$ cat config.mk
export PLATFORM = sky130hd
export DESIGN_NAME = reaction_timer
export DESIGN_NICKNAME = d
export VERILOG_FILES = /design/src/rtl/reaction_timer.sv
export SDC_FILE = /design/constraint.sdc
export NUM_CORES = 1
export LEC_CHECK = 0
export ABC_AREA = 1
export CORE_MARGIN = 4
export CORE_UTILIZATION = 55
export CTS_BUF_LIST = sky130_fd_sc_hd__clkbuf_4 sky130_fd_sc_hd__clkbuf_8
export CTS_CLUSTER_DIAMETER = 120
export DETAILED_ROUTE_END_ITERATION = 8
export PLACE_DENSITY_LB_ADDON = 0.3
export RECOVER_POWER = 50
export SYNTH_ARGS = -nofsm -noshare
export SYNTH_HDL_FRONTEND = slang
export SYNTH_SLANG_ARGS = --single-unit
$ cat constraint.sdc
create_clock -name clk -period 3.15 [get_ports clk]
set_input_delay 0.63 -clock clk [delete_from_list [all_inputs] [get_ports clk]]
set_output_delay 0.63 -clock clk [all_outputs]
set_load 0.005 [all_outputs]
$ cat src/rtl/reaction_timer.sv
// Reaction-trial controller: random pre-GO delay, millisecond reaction count,
// false-start detection. The result drives the 4-digit display number input.
module reaction_timer #(
    parameter int CLKS_PER_MS  = 100000,
    parameter int MIN_DELAY_MS = 1000,
    parameter int RAND_BITS    = 11,
    parameter int MAX_COUNT    = 9999
) (
    input  logic        clk,
    input  logic        rst,
    input  logic        start,
    input  logic        react,
    output logic [13:0] number,
    output logic        go_led,
    output logic        done,
    output logic        false_start,
    output logic        busy
);

    // state   | meaning
    // S_IDLE  | after reset, waiting for start
    // S_WAIT  | random delay running, GO lamp off
    // S_GO    | GO lamp on, counting milliseconds
    // S_DONE  | valid reaction or timeout, result held
    // S_FALSE | react pressed before GO, result 0
    typedef enum logic [2:0] {
        S_IDLE,
        S_WAIT,
        S_GO,
        S_DONE,
        S_FALSE
    } state_t;

    localparam int PW = (CLKS_PER_MS > 1) ? $clog2(CLKS_PER_MS) : 1;
    localparam int DW = $clog2(MIN_DELAY_MS + (1 << RAND_BITS));
    localparam logic [13:0] MAX_NUM = 14'(MAX_COUNT);

    state_t          state;
    state_t          state_nxt;
    logic [15:0]     lfsr;
    logic [PW-1:0]   prescale;
    logic [DW-1:0]   delay_cnt;
    logic [DW-1:0]   delay_nxt;
    logic [DW-1:0]   delay_load;
    logic [13:0]     number_nxt;
    logic [13:0]     number_inc;
    logic            tick;

    always_comb begin
        tick       = (prescale == PW'(CLKS_PER_MS - 1));
        delay_load = DW'(MIN_DELAY_MS) + DW'(lfsr[RAND_BITS-1:0]);
        number_inc = number + 14'd1;
    end

    always_comb begin
        state_nxt  = state;
        delay_nxt  = delay_cnt;
        number_nxt = number;
        case (state)
            S_IDLE, S_DONE, S_FALSE: begin
                if (start) begin
                    state_nxt  = S_WAIT;
                    delay_nxt  = delay_load;
                    number_nxt = 14'd0;
                end
            end
            S_WAIT: begin
                // react beats the final tick: pressing on that edge is still early
                if (react) begin
                    state_nxt = S_FALSE;
                end else if (tick) begin
                    delay_nxt = delay_cnt - DW'(1);
                    if (delay_cnt == DW'(1)) begin
                        state_nxt = S_GO;
                    end
                end
            end
            S_GO: begin
                if (react) begin
                    state_nxt = S_DONE;
                end else if (tick) begin
                    number_nxt = number_inc;
                    if (number_inc == MAX_NUM) begin
                        state_nxt = S_DONE;
                    end
                end
            end
            default: begin
                state_nxt = S_IDLE;
            end
        endcase
    end

    always_ff @(posedge clk) begin
        if (!rst) begin
            state       <= S_IDLE;
            lfsr        <= 16'hACE1;
            prescale    <= '0;
            delay_cnt   <= '0;
            number      <= 14'd0;
            go_led      <= 1'b0;
            done        <= 1'b0;
            false_start <= 1'b0;
            busy        <= 1'b0;
        end else begin
            state     <= state_nxt;
            delay_cnt <= delay_nxt;
            number    <= number_nxt;
            lfsr      <= lfsr[0] ? ((lfsr >> 1) ^ 16'hB400) : (lfsr >> 1);
            // restart the ms grid on every state entry
            if ((state_nxt != state) || tick) begin
                prescale <= '0;
            end else begin
                prescale <= prescale + PW'(1);
            end
            go_led      <= (state_nxt == S_GO);
            done        <= (state_nxt == S_DONE);
            false_start <= (state_nxt == S_FALSE);
            busy        <= (state_nxt == S_WAIT) || (state_nxt == S_GO);
        end
    end

endmodule

* Yosys cells after proc, flatten, opt, wreduce, memory -nomap -nowiden
Index checks and enable logic that the tools add are counted.
** Cells by class
- Add/subtract/negate cells :: 4
- Multiply operators :: 0
- Divide/modulo/power cells :: 0
- Magnitude comparators :: 0
- Equality and inequality tests :: 17
- Shift-type cells :: 0
- Multiplexer cells :: 17
- Bitwise operators :: 2
- Reduce and logical (&&, ||, !) cells :: 9
** Operator list (count)
- 2-to-1 mux 14 bit :: 3
- 2-to-1 mux 12 bit :: 3
- one-hot mux 14 bit (2 select lines) :: 1
- one-hot mux 12 bit (2 select lines) :: 1
- 2-to-1 mux 3 bit :: 7
- adder 17 x 1 -> 17 bit, second input constant :: 1
- == test 17 bit, second input constant :: 1
- 2-to-1 mux 16 bit :: 1
- adder 14 x 1 -> 14 bit, second input constant :: 1
- == test 14 bit, second input constant :: 1
- adder 10 x 11 -> 12 bit, first input constant :: 1
- == test 12 x 1 -> 1 bit, second input constant :: 1
- == test 3 x 2 -> 1 bit, second input constant :: 4
- subtractor 12 x 1 -> 12 bit, second input constant :: 1
- inequality test 2 bit, second input constant :: 5
- one-hot mux 3 bit (3 select lines) :: 1
- AND reduction 4 bit :: 2
- == test 3 x 1 -> 1 bit, second input constant :: 2
- == test 3 bit, second input constant :: 2
- inverter 3 -> 4 bit :: 1
- nonzero test 2 bit :: 2
- logical NOT 3 bit :: 1
- inequality test 3 bit :: 1
- OR reduction 3 bit :: 1
- 3 further kinds :: 4
** Word-level totals
- Register bits after elaboration :: 66
- Bits in latches :: 0
- Memory bits (writable) :: 0
- ROM bits :: 0
- Memories kept :: 0

* Logic depth before layout (Yosys ltp)
Gate-level depths: netlist (run 1).
- Word-level depth :: 9
- Depth in mapped cells :: 16
- Depth with buffers taken out :: 15

* Least setup slack after synthesis (run 1)
No wires, ideal clock.
- Path type :: flip-flop to flip-flop
- Start :: reg number[1]
- End :: reg prescale[9]
- Data arrival time :: 1823 ps
- Data required time :: 3029 ps
- Path slack :: 1206 ps
- Cell stages (with the launch flop) :: 16
- Period minus slack after synthesis :: 1944 ps
- Cell sequence :: dfxtp_1 > ha_1 > nand2_1 > nor2_4 > nand3_1 > nand2_1 > nand2_1 > nor3_1 > nand2_1 > nand2_1 > nand2_1 > nand2_2 > nand2_2 > nand4_4 > buf_12 > nor2_4
** Between the ends
- Cells in the longest elaborated chain, start to end :: 9
** Ends and longest elaborated chain
- start: declaration :: line 13 : output logic [13:0] number,
- start signal: assignment :: line 108 : number <= number_nxt;
- adder 14 x 1 -> 14 bit :: line 52 : number_inc = number + 14'd1;
- == test 14 bit :: line 83 : if (number_inc == MAX_NUM) begin
- 2-to-1 mux 3 bit :: line 83
- 2-to-1 mux 3 bit :: line 81 : end else if (tick) begin
- 2-to-1 mux 3 bit :: line 79 : if (react) begin
- one-hot mux 3 bit (3 select lines) :: line 59 : case (state)
- inequality test 3 bit :: line 111 : if ((state_nxt != state) || tick) begin
- logical OR 1 bit :: line 111
- OR reduction 2 bit (no line)
- end signal: assignment :: line 114 : prescale <= prescale + PW'(1);
- end: declaration :: line 41 : logic [PW-1:0] prescale;
No other way between the ends.
A chain may end at the register's enable or synchronous reset.

* Worst setup path in the final report (run 1)
- Start :: in rst
- End :: reg lfsr[11]
** RTL lines
- start: declaration :: line 10 : input logic rst,
- end signal: assignment :: line 109 : lfsr <= lfsr[0] ? ((lfsr >> 1) ^ 16'hB400) : (lfsr >> 1);
- end: declaration :: line 40 : logic [15:0] lfsr;
No word-level cell between the ends.

==> impl_metrics.ini, run 1 <==
[sta]
timing.final.max_slew_violations = 0
worst-slew-pin-transition_ns = 0.958
final.hold.worst_slack_ns = 0.412
clock_skews_ns = 0.00718
tns_ns = 0
setup_repair_after_global_routing_missed_its_margin = false
timing_hold_violations_final = 0
max_clock_freq_mhz = 375
setup_slack_ns = 0.481
fin_crit_sh_pct = 84.7
final-setup-viol-count = 0
period_needed_ns = 2.67
slew_headroom_pct = 36.1

[grt]
first_pass_grt_wire_length_um = 11900
maximum_number_of_pins_on_one_net_before_global_route_repair = 30
antenna_found_initial = 0
overall_fraction_of_global_route_tracks_in_use_pct = 19.9
first_global_vias = 2737
grt_remaining_overflow = 0

[routing]
drcViolationCount = 0
first_pass_iters = 6
post_drt_via_cell_ratio = 5.32
route.vias.total = 3034
post_drt_wl_per_cell_um = 12.2
drtIter0Drc = 185
finalWirelength_um = 6980
antenna_violating_nets_post_route = 0

[logic_synthesis]
yosys_register_bits = 66
netlist_instances = 467
synth_area_per_cell_um2 = 7.21
synth.yosys.seq_area_share_pct = 39.2
post_synth_instance_area_um2 = 3370
ys_top_cells_by_area = sky130_fd_sc_hd__dfxtp_1 (39%), sky130_fd_sc_hd__nand2_1 (10%), sky130_fd_sc_hd__inv_1 (6.9%)
yosysWarnings = 0
synth_cell_type_count = 35
synth.largest_area_cell = sky130_fd_sc_hd__dfxtp_1
synth_top_cell_area_share_pct = 39.2
syn-num-nets = 477

[final_layout]
area_delta_synth_final_pct = 13.2
insertedDiodeCount = 0
combined_area_of_the_multi_input_logic_cells_um2 = 1720
fin_nets = 500
fillerInstances = 531
seqCellArea_um2 = 1320
fraction_of_layout_cells_with_a_size_suffix_above_1_pct = 9.09
most-common-layout-cells = sky130_fd_sc_hd__nand2_1 (92), sky130_fd_sc_hd__dfxtp_1 (66), sky130_fd_sc_hd__inv_1 (62)
layout_commonest_cell = sky130_fd_sc_hd__nand2_1

[pwr]
power_density_over_the_cells_nw_per_um2 = 517
leakagePower_nw = 1.66
max-vdd-ir-drop_mv = 0.313

[cts]
clock-sinks = 66
clock_tree.buffer_depth = 2
cts_hold_buffers = 0
cts_resized = 0
tritoncts = built
cts.htree.levels = 3
postCtsSetupRepairBufs = 0
cts_bufs_inserted = 9
worst_setup_hold_path_clk_slew_ns = 0.07
clk-insertion-delay-late_ns = 0.34
library_cell_used_as_clock_root_buffer = sky130_fd_sc_hd__clkbuf_8

[worst_setup_path]
crit_arrival_ns = 2.90
slowest_delay_ns = 0.69
timing.setup.critical_path_class = in -> reg
startpoint_type = input pin
critical_path.reg2reg.endpoint = prescale[1]$_SDFF_PP0_
rrSetupSlack_ns = 0.60
worstReg2RegStart = number[1]$_SDFFE_PN0P_
worstSetupEndpointType = flip-flop
cell_depth_of_the_worst_flop_to_flop_path = 14
crit_path_end = lfsr[11]$_SDFF_PN1_
worstSetupStartpoint = rst
crit_fanout = 29
crit_path_top_delay_cell = sky130_fd_sc_hd__inv_1
critical_path.cell_chain = clkdlybuf4s50_1, clkbuf_1, inv_1, or2_2
cp.required_ns = 3.38

[placed_design]
finalWeightedCongestion = 0.884
detailed_placement_hpwl_um = 5040
post-place-ws_ns = 0.726
port-buffer-count = 21

[floorplan]
die-height_um = 86.2
fp-row-count = 28
design.portCount = 22
floorplan.initialDensity_pct = 56.9
die_x_um = 86.2
die_area_um2 = 7440
design.core.area_um2 = 5920

[job]
cap_viol_max_count = 0

[run_status]
run_status = finished, final reports clean

[hold_path]
holdCritStartpoint = lfsr[15]$_SDFF_PN1_
hold_path.class = reg -> reg
[cell type report]
class | instances | share of cell area [%]
Clock buffer | 13 | 4.04
Sequential cell | 66 | 34.7
Tap cell | 75 | 2.46
Multi-Input combinational cell | 323 | 45.2
Clock inverter | 3 | 1.05
Timing Repair Buffer | 25 | 6.21
Inverter | 65 | 6.40
[critical path, delay by kind of cell]
family | cells | cell delay, ns
and+or+nand+nor | 1 | 0.48
buffers and inverters | 3 | 1.78
[registers in the layout (all words and copies together) (netlist names)]
name,cells
false_start,1
busy,1
number,14
go_led,1
done,1
delay_cnt,12
lfsr,16
state,3
prescale,17
[Yosys cell counts]
cell type	count
sky130_fd_sc_hd__a221oi_1	1
sky130_fd_sc_hd__nand2_2	2
sky130_fd_sc_hd__o21a_1	1
sky130_fd_sc_hd__o21bai_1	1
sky130_fd_sc_hd__a31oi_1	5
sky130_fd_sc_hd__inv_2	3
sky130_fd_sc_hd__ha_1	6
sky130_fd_sc_hd__o31ai_1	1
sky130_fd_sc_hd__a21oi_1	29
sky130_fd_sc_hd__o211ai_1	1
sky130_fd_sc_hd__xnor2_1	7
sky130_fd_sc_hd__nand3b_1	1
sky130_fd_sc_hd__buf_12	1
sky130_fd_sc_hd__clkbuf_1	6
sky130_fd_sc_hd__or2_2	3
sky130_fd_sc_hd__nor2_1	52
sky130_fd_sc_hd__a311oi_1	2
sky130_fd_sc_hd__xor2_1	18
sky130_fd_sc_hd__nor3_2	3
sky130_fd_sc_hd__nor3_1	5
sky130_fd_sc_hd__nand3_1	25
sky130_fd_sc_hd__inv_1	62
sky130_fd_sc_hd__nand4_1	11
sky130_fd_sc_hd__buf_2	5
sky130_fd_sc_hd__and3_1	3
sky130_fd_sc_hd__o21ai_1	1
sky130_fd_sc_hd__dfxtp_1	66
sky130_fd_sc_hd__buf_1	1
sky130_fd_sc_hd__nor4b_1	1
sky130_fd_sc_hd__nand2_1	91
sky130_fd_sc_hd__o21ai_0	22
sky130_fd_sc_hd__nand4_4	1
sky130_fd_sc_hd__a211oi_1	14
sky130_fd_sc_hd__nor2_4	2
sky130_fd_sc_hd__nor2_2	14
[worst min-delay path by stage]
stage	slack, ns	to	depth (start not counted)
global placement	0.39	lfsr[14]$_SDFF_PN0_	2
global route	0.43	lfsr[11]$_SDFF_PN1_	1
floorplan	0.39	lfsr[14]$_SDFF_PN0_	2
finish	0.41	lfsr[14]$_SDFF_PN0_	2
detailed placement	0.40	lfsr[14]$_SDFF_PN0_	2
CTS	0.42	lfsr[14]$_SDFF_PN0_	2
[routing by layer]
metal	share of wire, %	global-route usage, %	up-vias
li1	-	-	1556
met1	45	23.9	1405
met2	49	33.4	64
met3	4.8	6.65	9
met4	1.4	6.94	0
met5	0	0	-
[logic make-up (layout without fill, tap and decap cells)]
| logic type | after synthesis | count (layout) | synth area share, % |
|---|---|---|---|
| XOR/XNOR | 25 | 25 | 6.50 |
| AND/OR/NAND/NOR | 214 | 214 | 29.2 |
| flip-flops | 66 | 66 | 39.2 |
| buffers and inverters | 78 | 106 | 9.36 |
| AO/OA/AOI/OAI | 78 | 78 | 13.5 |
| adder cells (fa/ha/maj) | 6 | 6 | 2.23 |
[where the power goes]
group	internal [W]	switching, W	total, W	leakage (nW)
Sequential	0.000891	0.0000506	0.000941	0.542
Combinational	0.000124	0.000202	0.000326	1.01
Clock	0.000399	0.000305	0.000704	0.105
[stage by stage]
| step | instances | util (%) | total power, W | instance area, µm² |
|---|---|---|---|---|
| 2_1_floorplan | 467 | - | 0.00120 | 3370 |
| 3_3_place_gp | 554 | 61.3 | 0.00128 | 3630 |
| 3_5_place_dp | 554 | 61.3 | 0.00129 | 3630 |
| 4_1_cts | 570 | 64.6 | 0.00200 | 3820 |
| 5_1_grt | 570 | 64.3 | 0.00208 | 3810 |
| 6_report | 570 | 64.3 | 0.00197 | 3810 |
Note: power is estimated with default switching activity, not from simulation.
==> run 2: changes to the inputs <==
- clock period: 3.15 -> 2.32 ns (I/O delays scaled with it)
==> impl_metrics.ini, run 2 (same netlist as run 1, synthesis figures left out) <==
[floorplan]
die_x_um = 86.2
design.portCount = 22
floorplan.initialDensity_pct = 56.9
fp-row-count = 28
design.core.area_um2 = 5920
die_area_um2 = 7440
die-height_um = 86.2

[pwr]
power.share.combinational_pct = 16.5
leakagePower_nw = 1.67
power.clock.fraction_pct = 38.6
p_int_w = 0.00202
power_density_over_the_cells_nw_per_um2 = 726
max-vdd-ir-drop_mv = 0.432
switch_share_pct = 28.9
switchingPower_w = 0.000821
p_total_w = 0.00285
power_frac_seq_pct = 44.9

[sta]
period_needed_ns = 2.11
final-setup-viol-count = 0
worst-slew-pin-transition_ns = 0.543
fin_crit_sh_pct = 90.8
tns_ns = 0
max_clock_freq_mhz = 475
timing.final.max_slew_violations = 0
timing_hold_violations_final = 0
clock_skews_ns = 0.00615
slew_headroom_pct = 63.8

[cts]
cts_bufs_inserted = 9
clk-insertion-delay-late_ns = 0.34
clock_tree.buffer_depth = 2
library_cell_used_as_clock_root_buffer = sky130_fd_sc_hd__clkbuf_8
cts.htree.levels = 3
tritoncts = built
clock-sinks = 66
worst_setup_hold_path_clk_slew_ns = 0.07

[hold_path]
hold_path.class = reg -> reg
hold_depth = 1
min_to = lfsr[11]$_SDFF_PN1_
holdCritStartpoint = lfsr[12]$_SDFF_PN0_

[grt]
maximum_number_of_pins_on_one_net_before_global_route_repair = 25
grt.met3_usage_pct = 3.52
top_usage_layer = met2
global_route.usage.met2_pct = 36.2
antenna_found_initial = 0
grt_util_met1_pct = 25.3
first_pass_grt_wire_length_um = 12700
overall_fraction_of_global_route_tracks_in_use_pct = 21.0
first_global_vias = 3035
grt_remaining_overflow = 0

[worst_setup_path]
critical_path.cell_chain = ha_1, and3_1, nand3_1, nand2_1, a21oi_1, nand4_4, nor2_2
crit_fanout = 8
timing.setup.critical_path_class = reg -> reg
crit_path_top_delay_cell = sky130_fd_sc_hd__a21oi_1
cp.required_ns = 2.60
startpoint_type = flip-flop
cell_depth_of_the_worst_flop_to_flop_path = 7
worstSetupEndpointType = flip-flop
slowest_delay_ns = 0.44
crit_arrival_ns = 2.38
rrSetupSlack_ns = 0.21
worstReg2RegStart = prescale[0]$_SDFF_PP0_
critical_path.reg2reg.endpoint = prescale[10]$_SDFF_PP0_

[placed_design]
detailed_placement_hpwl_um = 5140
finalWeightedCongestion = 0.864
port-buffer-count = 21

[routing]
first_pass_iters = 4
post_drt_via_cell_ratio = 5.42
post_drt_wl_per_cell_um = 13.0
drtIter0Drc = 184
route.vias.total = 3114
finalWirelength_um = 7450
drcViolationCount = 0
antenna_violating_nets_post_route = 0

[run_status]
run_status = finished, final reports clean

[final_layout]
regMostFlops = prescale
area_delta_synth_final_pct = 16.4
layout_commonest_cell = sky130_fd_sc_hd__nand2_1
most-common-layout-cells = sky130_fd_sc_hd__nand2_1 (91), sky130_fd_sc_hd__dfxtp_1 (65), sky130_fd_sc_hd__inv_1 (61)
fraction_of_layout_cells_with_a_size_suffix_above_1_pct = 10.6
insertedDiodeCount = 0
fin_nets = 505
largest_reg_flops = 17
largest_registers = prescale: 17 flops, lfsr: 16 flops, number: 14 flops

[job]
cap_viol_max_count = 0
-- run 2: layout make-up --
cell class | count | area (µm²)
flip-flops and latches | 66 | 1320
multi-input cells | 324 | 1750
clock buffers | 10 | 138
inverters | 65 | 248
well taps | 75 | 93.8
repair buffers | 29 | 275
fillers | 531 | 2000
clock inverters | 6 | 88.8
-- run 2: worst max path at each step --
stage | start | to | slack [ns] | depth (start not counted)
final | prescale[0]$_SDFF_PP0_ | prescale[10]$_SDFF_PP0_ | 0.21 | 7
after global routing | number[2]$_SDFFE_PN0P_ | prescale[10]$_SDFF_PP0_ | -0.01 | 14
after CTS | number[1]$_SDFFE_PN0P_ | prescale[16]$_SDFF_PP0_ | 0.14 | 15
after detailed placement | number[1]$_SDFFE_PN0P_ | prescale[5]$_SDFF_PP0_ | 0.17 | 15
after global placement | number[1]$_SDFFE_PN0P_ | prescale[0]$_SDFF_PP0_ | 0.26 | 14
after floorplan | number[1]$_SDFFE_PN0P_ | prescale[9]$_SDFF_PP0_ | 0.38 | 15
-- run 2: repair_timing --
| action | in CTS | in global routing |
|---|---|---|
| buffers inserted | 0 | 0 |
| setup endpoints to repair | 0 | 18 |
| hold buffers | 0 | 0 |
| gates resized for setup | 0 | 4 |
-- run 2: per-stage QoR --
step                      utilization [%]  setup slack [ns]  hold WS [ns]  std cells  instance area (µm²)
after floorplan                         -             0.376         0.390        467                 3370
after global placement               62.0             0.259         0.393        558                 3670
after detailed placement             62.0             0.169         0.401        558                 3670
after CTS                            65.8             0.142         0.418        574                 3900
after global routing                 66.2           -0.0110         0.449        575                 3920
final                                66.2             0.213         0.414        575                 3920
-- run 2: power groups by stage --
stage	logic (W)	registers [W]	clock network, W
2_1_floorplan	0.000341	0.00129	0
3_3_place_gp	0.000449	0.00130	0
3_5_place_dp	0.000465	0.00130	0
4_1_cts	0.000469	0.00128	0.00112
5_1_grt	0.000532	0.00129	0.00117
6_report	0.000471	0.00128	0.00110
-- run 2: critical path, delay by kind of cell (launching register included) --
| kind | cells | cell delay (ns) |
|---|---|---|
| flip-flops | 1 | 0.33 |
| AO/OA/AOI/OAI | 1 | 0.44 |
| AND/OR/NAND/NOR | 5 | 1.03 |
| adder cells (fa/ha/maj) | 1 | 0.23 |
-- run 2: metal layers --
layer | vias up | part of all wire (%)
li1 | 1576 | -
met2 | 80 | 48
met3 | 17 | 4.7
met1 | 1441 | 45
met4 | 0 | 1.9
met5 | - | 0
